File: src/rtl/alu_wide_sequencer_if.sv
// Request, response and ALU-side signal bundle for alu_wide_sequencer.
// The slave modport is the sequencer; the master modport is its environment (requester, consumer, ALU).
interface alu_wide_sequencer_if;
    logic        ReqValid;
    logic        ReqReady;
    logic [2:0]  ReqOp;
    logic [31:0] ReqA;
    logic [31:0] ReqB;
    logic [15:0] AluA;
    logic [15:0] AluB;
    logic [4:0]  AluFunSel;
    logic        AluWF;
    logic [15:0] AluOut;
    logic        RspValid;
    logic        RspReady;
    logic [31:0] RspData;
    logic [3:0]  RspFlags;

    modport slave (
        input  ReqValid, ReqOp, ReqA, ReqB, AluOut, RspReady,
        output ReqReady, AluA, AluB, AluFunSel, AluWF, RspValid, RspData, RspFlags
    );

    modport master (
        output ReqValid, ReqOp, ReqA, ReqB, AluOut, RspReady,
        input  ReqReady, AluA, AluB, AluFunSel, AluWF, RspValid, RspData, RspFlags
    );
endinterface

File: src/rtl/alu_wide_sequencer.sv
// Runs 32-bit operations as two or three passes through an external 16-bit combinational ALU.
// Carry, borrow and all result flags are derived locally; the ALU's own flags are never used.
module alu_wide_sequencer #(
    parameter bit SKIP_FIX = 1'b1
) (
    input logic                Clock,
    input logic                Reset,
    alu_wide_sequencer_if.slave bus
);

    typedef enum logic [2:0] {S_IDLE, S_LO, S_HI, S_FIX, S_DONE} state_t;
    typedef enum logic [2:0] {
        OP_MOVA = 3'b000, OP_ADD = 3'b001, OP_SUB = 3'b010, OP_AND  = 3'b011,
        OP_OR   = 3'b100, OP_XOR = 3'b101, OP_LSL1 = 3'b110, OP_LSR1 = 3'b111
    } op_t;

    state_t      state_q, state_d;
    op_t         op_q, op_d;
    logic [31:0] a_q, a_d, b_q, b_d;
    logic [15:0] lo_q, lo_d, hi_q, hi_d;
    logic [31:0] rsp_data_q, rsp_data_d;
    logic [3:0]  rsp_flags_q, rsp_flags_d;

    logic        fix_needed, fix_lo_target;
    logic [4:0]  op_fs, fix_fs;
    logic [15:0] fix_b;
    logic        req_ready;
    logic [15:0] alu_a, alu_b;
    logic [4:0]  alu_fs;
    logic [31:0] result;
    logic        carry32, flag_c, flag_o;

    // Carry tests use a > ~b, equivalent to a + b overflowing the operand width.
    always_comb begin
        op_fs         = '0;
        fix_fs        = 5'b11000;
        fix_b         = '0;
        fix_needed    = 1'b0;
        fix_lo_target = 1'b0;
        case (op_q)
            OP_MOVA: op_fs = 5'b10000;
            OP_ADD: begin
                op_fs      = 5'b10100;
                fix_fs     = 5'b10100;
                fix_b      = 16'h0001;
                fix_needed = a_q[15:0] > ~b_q[15:0];
            end
            OP_SUB: begin
                op_fs      = 5'b10110;
                fix_fs     = 5'b10110;
                fix_b      = 16'h0001;
                fix_needed = a_q[15:0] < b_q[15:0];
            end
            OP_AND:  op_fs = 5'b10111;
            OP_OR:   op_fs = 5'b11000;
            OP_XOR:  op_fs = 5'b11001;
            OP_LSL1: begin
                op_fs      = 5'b11011;
                fix_b      = 16'h0001;
                fix_needed = a_q[15];
            end
            OP_LSR1: begin
                op_fs         = 5'b11100;
                fix_b         = 16'h8000;
                fix_needed    = a_q[16];
                fix_lo_target = 1'b1;
            end
            default: op_fs = '0;
        endcase
    end

    always_ff @(posedge Clock or posedge Reset) begin
        if (Reset) state_q <= S_IDLE;
        else       state_q <= state_d;
    end

    always_comb begin
        state_d = state_q;
        case (state_q)
            S_IDLE: if (bus.ReqValid) state_d = S_LO;
            S_LO:   state_d = S_HI;
            S_HI:   state_d = (fix_needed || !SKIP_FIX) ? S_FIX : S_DONE;
            S_FIX:  state_d = S_DONE;
            S_DONE: if (bus.RspReady) state_d = S_IDLE;
            default: state_d = S_IDLE;
        endcase
    end

    always_comb begin
        req_ready = 1'b0;
        alu_a     = '0;
        alu_b     = '0;
        alu_fs    = '0;
        case (state_q)
            S_IDLE: req_ready = 1'b1;
            S_LO: begin
                alu_a  = a_q[15:0];
                alu_b  = b_q[15:0];
                alu_fs = op_fs;
            end
            S_HI: begin
                alu_a  = a_q[31:16];
                alu_b  = b_q[31:16];
                alu_fs = op_fs;
            end
            S_FIX: begin
                alu_a  = fix_lo_target ? lo_q : hi_q;
                alu_b  = fix_needed ? fix_b : '0;
                alu_fs = fix_fs;
            end
            default: req_ready = 1'b0;
        endcase
    end

    assign bus.ReqReady  = req_ready;
    assign bus.AluA      = alu_a;
    assign bus.AluB      = alu_b;
    assign bus.AluFunSel = alu_fs;
    assign bus.AluWF     = 1'b0;
    assign bus.RspValid  = (state_q == S_DONE);
    assign bus.RspData   = rsp_data_q;
    assign bus.RspFlags  = rsp_flags_q;

    assign carry32 = a_q > ~b_q;

    always_comb begin
        op_d        = op_q;
        a_d         = a_q;
        b_d         = b_q;
        lo_d        = lo_q;
        hi_d        = hi_q;
        rsp_data_d  = rsp_data_q;
        rsp_flags_d = rsp_flags_q;
        result      = {bus.AluOut, lo_q};
        flag_c      = 1'b0;
        flag_o      = 1'b0;
        case (state_q)
            S_IDLE: if (bus.ReqValid) begin
                op_d = op_t'(bus.ReqOp);
                a_d  = bus.ReqA;
                b_d  = bus.ReqB;
            end
            S_LO: lo_d = bus.AluOut;
            S_HI: hi_d = bus.AluOut;
            S_FIX: begin
                if (fix_lo_target) begin
                    lo_d   = bus.AluOut;
                    result = {hi_q, bus.AluOut};
                end else begin
                    hi_d = bus.AluOut;
                end
            end
            default: result = {bus.AluOut, lo_q};
        endcase
        case (op_q)
            OP_ADD: begin
                flag_c = carry32;
                flag_o = (a_q[31] == b_q[31]) && (result[31] != a_q[31]);
            end
            OP_SUB: begin
                flag_c = a_q < b_q;
                flag_o = (a_q[31] != b_q[31]) && (result[31] != a_q[31]);
            end
            OP_LSL1: flag_c = a_q[31];
            OP_LSR1: flag_c = a_q[0];
            default: flag_c = 1'b0;
        endcase
        // The last pass result is captured straight from AluOut on the edge that enters DONE.
        if (state_d == S_DONE && state_q != S_DONE) begin
            rsp_data_d  = result;
            rsp_flags_d = {result == 32'h0, flag_c, result[31], flag_o};
        end
    end

    always_ff @(posedge Clock or posedge Reset) begin
        if (Reset) begin
            op_q        <= OP_MOVA;
            a_q         <= '0;
            b_q         <= '0;
            lo_q        <= '0;
            hi_q        <= '0;
            rsp_data_q  <= '0;
            rsp_flags_q <= '0;
        end else begin
            op_q        <= op_d;
            a_q         <= a_d;
            b_q         <= b_d;
            lo_q        <= lo_d;
            hi_q        <= hi_d;
            rsp_data_q  <= rsp_data_d;
            rsp_flags_q <= rsp_flags_d;
        end
    end

endmodule

File: src/flat_wrapper.sv
// flat-port wrapper written by rule: the top's interface ports become plain ports
module alu_wide_sequencer_flat 
#(
    parameter bit SKIP_FIX = 1'b1
)
  (Clock, Reset, bus_ReqValid, bus_ReqOp, bus_ReqA, bus_ReqB, bus_AluOut, bus_RspReady, bus_ReqReady, bus_AluA, bus_AluB, bus_AluFunSel, bus_AluWF, bus_RspValid, bus_RspData, bus_RspFlags);
  alu_wide_sequencer_if bus_i ();
  input logic Clock;
  input logic Reset;
  input wire logic [$bits(bus_i.ReqValid)-1:0] bus_ReqValid;
  input wire logic [$bits(bus_i.ReqOp)-1:0] bus_ReqOp;
  input wire logic [$bits(bus_i.ReqA)-1:0] bus_ReqA;
  input wire logic [$bits(bus_i.ReqB)-1:0] bus_ReqB;
  input wire logic [$bits(bus_i.AluOut)-1:0] bus_AluOut;
  input wire logic [$bits(bus_i.RspReady)-1:0] bus_RspReady;
  output wire logic [$bits(bus_i.ReqReady)-1:0] bus_ReqReady;
  output wire logic [$bits(bus_i.AluA)-1:0] bus_AluA;
  output wire logic [$bits(bus_i.AluB)-1:0] bus_AluB;
  output wire logic [$bits(bus_i.AluFunSel)-1:0] bus_AluFunSel;
  output wire logic [$bits(bus_i.AluWF)-1:0] bus_AluWF;
  output wire logic [$bits(bus_i.RspValid)-1:0] bus_RspValid;
  output wire logic [$bits(bus_i.RspData)-1:0] bus_RspData;
  output wire logic [$bits(bus_i.RspFlags)-1:0] bus_RspFlags;
  assign bus_i.ReqValid = bus_ReqValid;
  assign bus_i.ReqOp = bus_ReqOp;
  assign bus_i.ReqA = bus_ReqA;
  assign bus_i.ReqB = bus_ReqB;
  assign bus_i.AluOut = bus_AluOut;
  assign bus_i.RspReady = bus_RspReady;
  assign bus_ReqReady = bus_i.ReqReady;
  assign bus_AluA = bus_i.AluA;
  assign bus_AluB = bus_i.AluB;
  assign bus_AluFunSel = bus_i.AluFunSel;
  assign bus_AluWF = bus_i.AluWF;
  assign bus_RspValid = bus_i.RspValid;
  assign bus_RspData = bus_i.RspData;
  assign bus_RspFlags = bus_i.RspFlags;
  alu_wide_sequencer #(.SKIP_FIX(SKIP_FIX)) u_core (.Clock(Clock), .Reset(Reset), .bus(bus_i));
endmodule
File: config.mk
export PLATFORM = sky130hd
export DESIGN_NAME = alu_wide_sequencer_flat
export DESIGN_NICKNAME = d
export VERILOG_FILES = /design/src/rtl/alu_wide_sequencer_if.sv /design/src/rtl/alu_wide_sequencer.sv /design/src/flat_wrapper.sv
export SDC_FILE = /design/constraint.sdc
export NUM_CORES = 1
export LEC_CHECK = 0
export CAP_MARGIN = 20
export CORE_MARGIN = 3
export CORE_UTILIZATION = 50
export CTS_BUF_LIST = sky130_fd_sc_hd__clkbuf_8
export DETAILED_ROUTE_END_ITERATION = 8
export GPL_TIMING_DRIVEN = 0
export PLACE_DENSITY = 0.81
export SLEW_MARGIN = 15
export SYNTH_ARGS = -nofsm -noshare
export SYNTH_HDL_FRONTEND = slang
export SYNTH_SLANG_ARGS = --single-unit
export TNS_END_PERCENT = 10
File: constraint.sdc
create_clock -name Clock -period 14.38 [get_ports Clock]
set_clock_uncertainty 0.05 [all_clocks]
set_input_delay 2.876 -clock Clock [delete_from_list [all_inputs] [get_ports Clock]]
set_output_delay 2.876 -clock Clock [all_outputs]
set_load 0.005 [all_outputs]
==> metrics.txt <==
postcts setup bufs 0; Worst path max stage delay 0.61 ns; flops & latches, synth 137; Netlist cell types 52; Area growth, synth to finish 29.2%; DR pass1 iterations 6; Flop pwr share 33.5%; ys async rst share 100%; io pins 163; post-DP HPWL 17.1 mm; gr ovfl total 0; Mapped Cells 718; CP Cell Sequence clkbuf_1 > nand2_1 > nor4b_4 > clkbuf_1 > clkbuf_1 > inv_1 > o21ai_0 > clkdlybuf4s50_1; RSZ-0062 raised after global routing no; Tcrit/Tclk final 47.2%; crit-path leading delay family buffers and inverters; Ys Warns 0; Cell Area, Placed 0.00983 mm2; final WL 22.6 mm; Clock power frac 14.0%; Pint 1.43 mW; commonest non-fill, non-tap cell in the layout clkdlybuf4s50_1; CTS-repair resized insts 0; CP Data Required Time 11.45 ns; post-place setup slack 8.25 ns; vias per cell 5.75; CP Data Arrival Time 3.86 ns; Mapped Area 0.00792 mm2; endpoints failing setup 0; Detailed Route Iter0 Violations 640; worst-path fanout max 10; Die ar. 0.0174 mm2; gr usage total 26.0%; Die W 132 um; die height 132 um; register area share after synthesis 43.3%; antenna violations before repair 0; TNS Setup 0 ns; HP Class flop to flop; syn avg cell area 11.0 um2; switch share 39.4%; vias in the first global route 6559; layout net count 1050; Register Area 0.00343 mm2; CTS tree built; Hold-fix buffers, CTS 0; syn_nets 869; Comb pwr share 52.5%; Initial Utilization 51.5%; CP endpoint kind output pin; r2r setup slk 11.03 ns; power density cells 230 mW/mm2; Switching Power 0.929 mW; status finished clean; # diodes 0; fillers 1225; post-route cell area 0.0102 mm2; WS Path Type flop to output pin; f_max 147 MHz; Worst Tran Pin Value 0.921 ns; Final Hold Fails 0; MaxCap Viol Count 0; most used cell, CP clkbuf_1; core area 0.0154 mm2; peak supply drop 120 uV; via count 6447; Pwr Total 2.35 mW; area occupied by multi-input gates 0.00414 mm2; antenna viol nets, final 0; most frequent cells in the layout 161 x clkdlybuf4s50_1, 137 x dfrtp_1, 103 x mux2_2; share of layout cells above drive strength 1 19.1%; Main synth FF type dfrtp_1; Port Buf Inserts 161; Reg clk slew, reported paths 0.08 ns; LEAKAGE 4.48 nW; Slowest-stage cell, CP nor4b_4; clk_lat worst skew 0.45 ns; CP startpoint kind flop; root buffer cell clkbuf_8; final worst slack 7.60 ns; first-pass GRT wire length 35.4 mm; total clock sinks 137; Placer Congestion 0.922; Avg WL per Cell 20.2 um; H-tree Lvls 4; EDFF count, synth 0; Site Rows 45; Slew HR 38.4%; clk buf depth 2; CP Buf/Inv Count 5; fin util 66.6%; Max Slew Vio Count 0; pin count of the biggest net entering global routing 85; CTS Buf Count 17; drt drc 0; crit path time final 6.78 ns
## routing by layer
metal / vias to the layer above / wire [um] / global-route usage, %
li1: 2953 / - / -
met1: 3125 / 9780 / 35.7
met2: 329 / 10400 / 41.7
met3: 40 / 1930 / 5.73
met4: 0 / 481 / 7.99
met5: - / 0 / 0
## power groups by stage
stage	logic, mW	registers, mW	clock network (mW)
2_1_floorplan	0.783	0.718	0
3_3_place_gp	1.19	0.782	0
3_5_place_dp	1.22	0.789	0
4_1_cts	1.23	0.783	0.333
5_1_grt	1.35	0.811	0.347
6_report	1.24	0.789	0.329
## final cells by class
type | instances | share of cell area (%)
inverters | 47 | 1.80
well taps | 211 | 2.58
repair buffers | 162 | 16.0
multi-input cells | 497 | 40.5
clock buffers | 20 | 2.69
flip-flops and latches | 137 | 33.5
plain buffers | 37 | 1.69
clock inverters | 10 | 1.25
## per-stage QoR
stage,instances,hold WS [ns]
after floorplan,718,0.452
after global placement,1090,0.438
after detailed placement,1091,0.442
after CTS,1121,0.464
after global routing,1121,0.480
final,1121,0.463
## worst paths after layout
check,from,end,cells past startpoint
worst max-delay path,u_core.op_q[0]$_DFFE_PP0P_,bus_AluB[15],8
worst min-delay path,u_core.bus.RspData[0]$_DFFE_PP0P_,u_core.bus.RspData[0]$_DFFE_PP0P_,1
worst min register to register,u_core.bus.RspData[0]$_DFFE_PP0P_,u_core.bus.RspData[0]$_DFFE_PP0P_,1
worst max register to register,u_core.b_q[14]$_DFFE_PP0P_,u_core.bus.RspData[5]$_DFFE_PP0P_,10
max in group asynchronous,Reset,u_core.lo_q[2]$_DFFE_PP0P_,3
min in group asynchronous,Reset,u_core.bus.RspData[3]$_DFFE_PP0P_,2
## cells by family (layout without fill, tap and decap cells)
group	after synthesis	in the layout	synth area share, %
xor+xnor	1	1	0.111
simple gates	163	163	9.91
other cells	1	1	0.0474
mux	134	134	20.3
fa+ha+maj	64	64	10.1
buf+inv	84	276	4.41
flops	137	137	43.3
compound gates	134	134	11.9
## cell usage after synthesis, types with 4 or more instances
cell      instances  share of area [%]
ha_1             64                 10
nor4_1           21                1.7
a211oi_1          4               0.38
o21ai_0          47                3.0
clkbuf_1         25                1.2
nand2_1          77                3.6
mux2i_1           4               0.51
nand3_1           9               0.57
nor3_1            9               0.57
a222oi_1         16                2.0
a21o_1            5               0.47
buf_1             4               0.19
mux2_4           27                5.1
nand2b_1          4               0.32
nor2_1           18               0.85
mux2_2          103                 15
a22o_1           14                1.5
nand4_1           7               0.55
a21oi_1          24                1.5
nor2b_1           9               0.71
dfrtp_1         137                 43
inv_1            47                2.2
## flip-flops by register name, indices dropped and copies added, names as in the netlist
name / flops
u_core.a_q: 32
u_core.b_q: 32
u_core.bus.RspData: 31
u_core.bus.RspFlags: 4
u_core.hi_q: 16
u_core.lo_q: 16
u_core.op_q: 3
u_core.state_q: 3
Power figures use the tool's default switching activity.
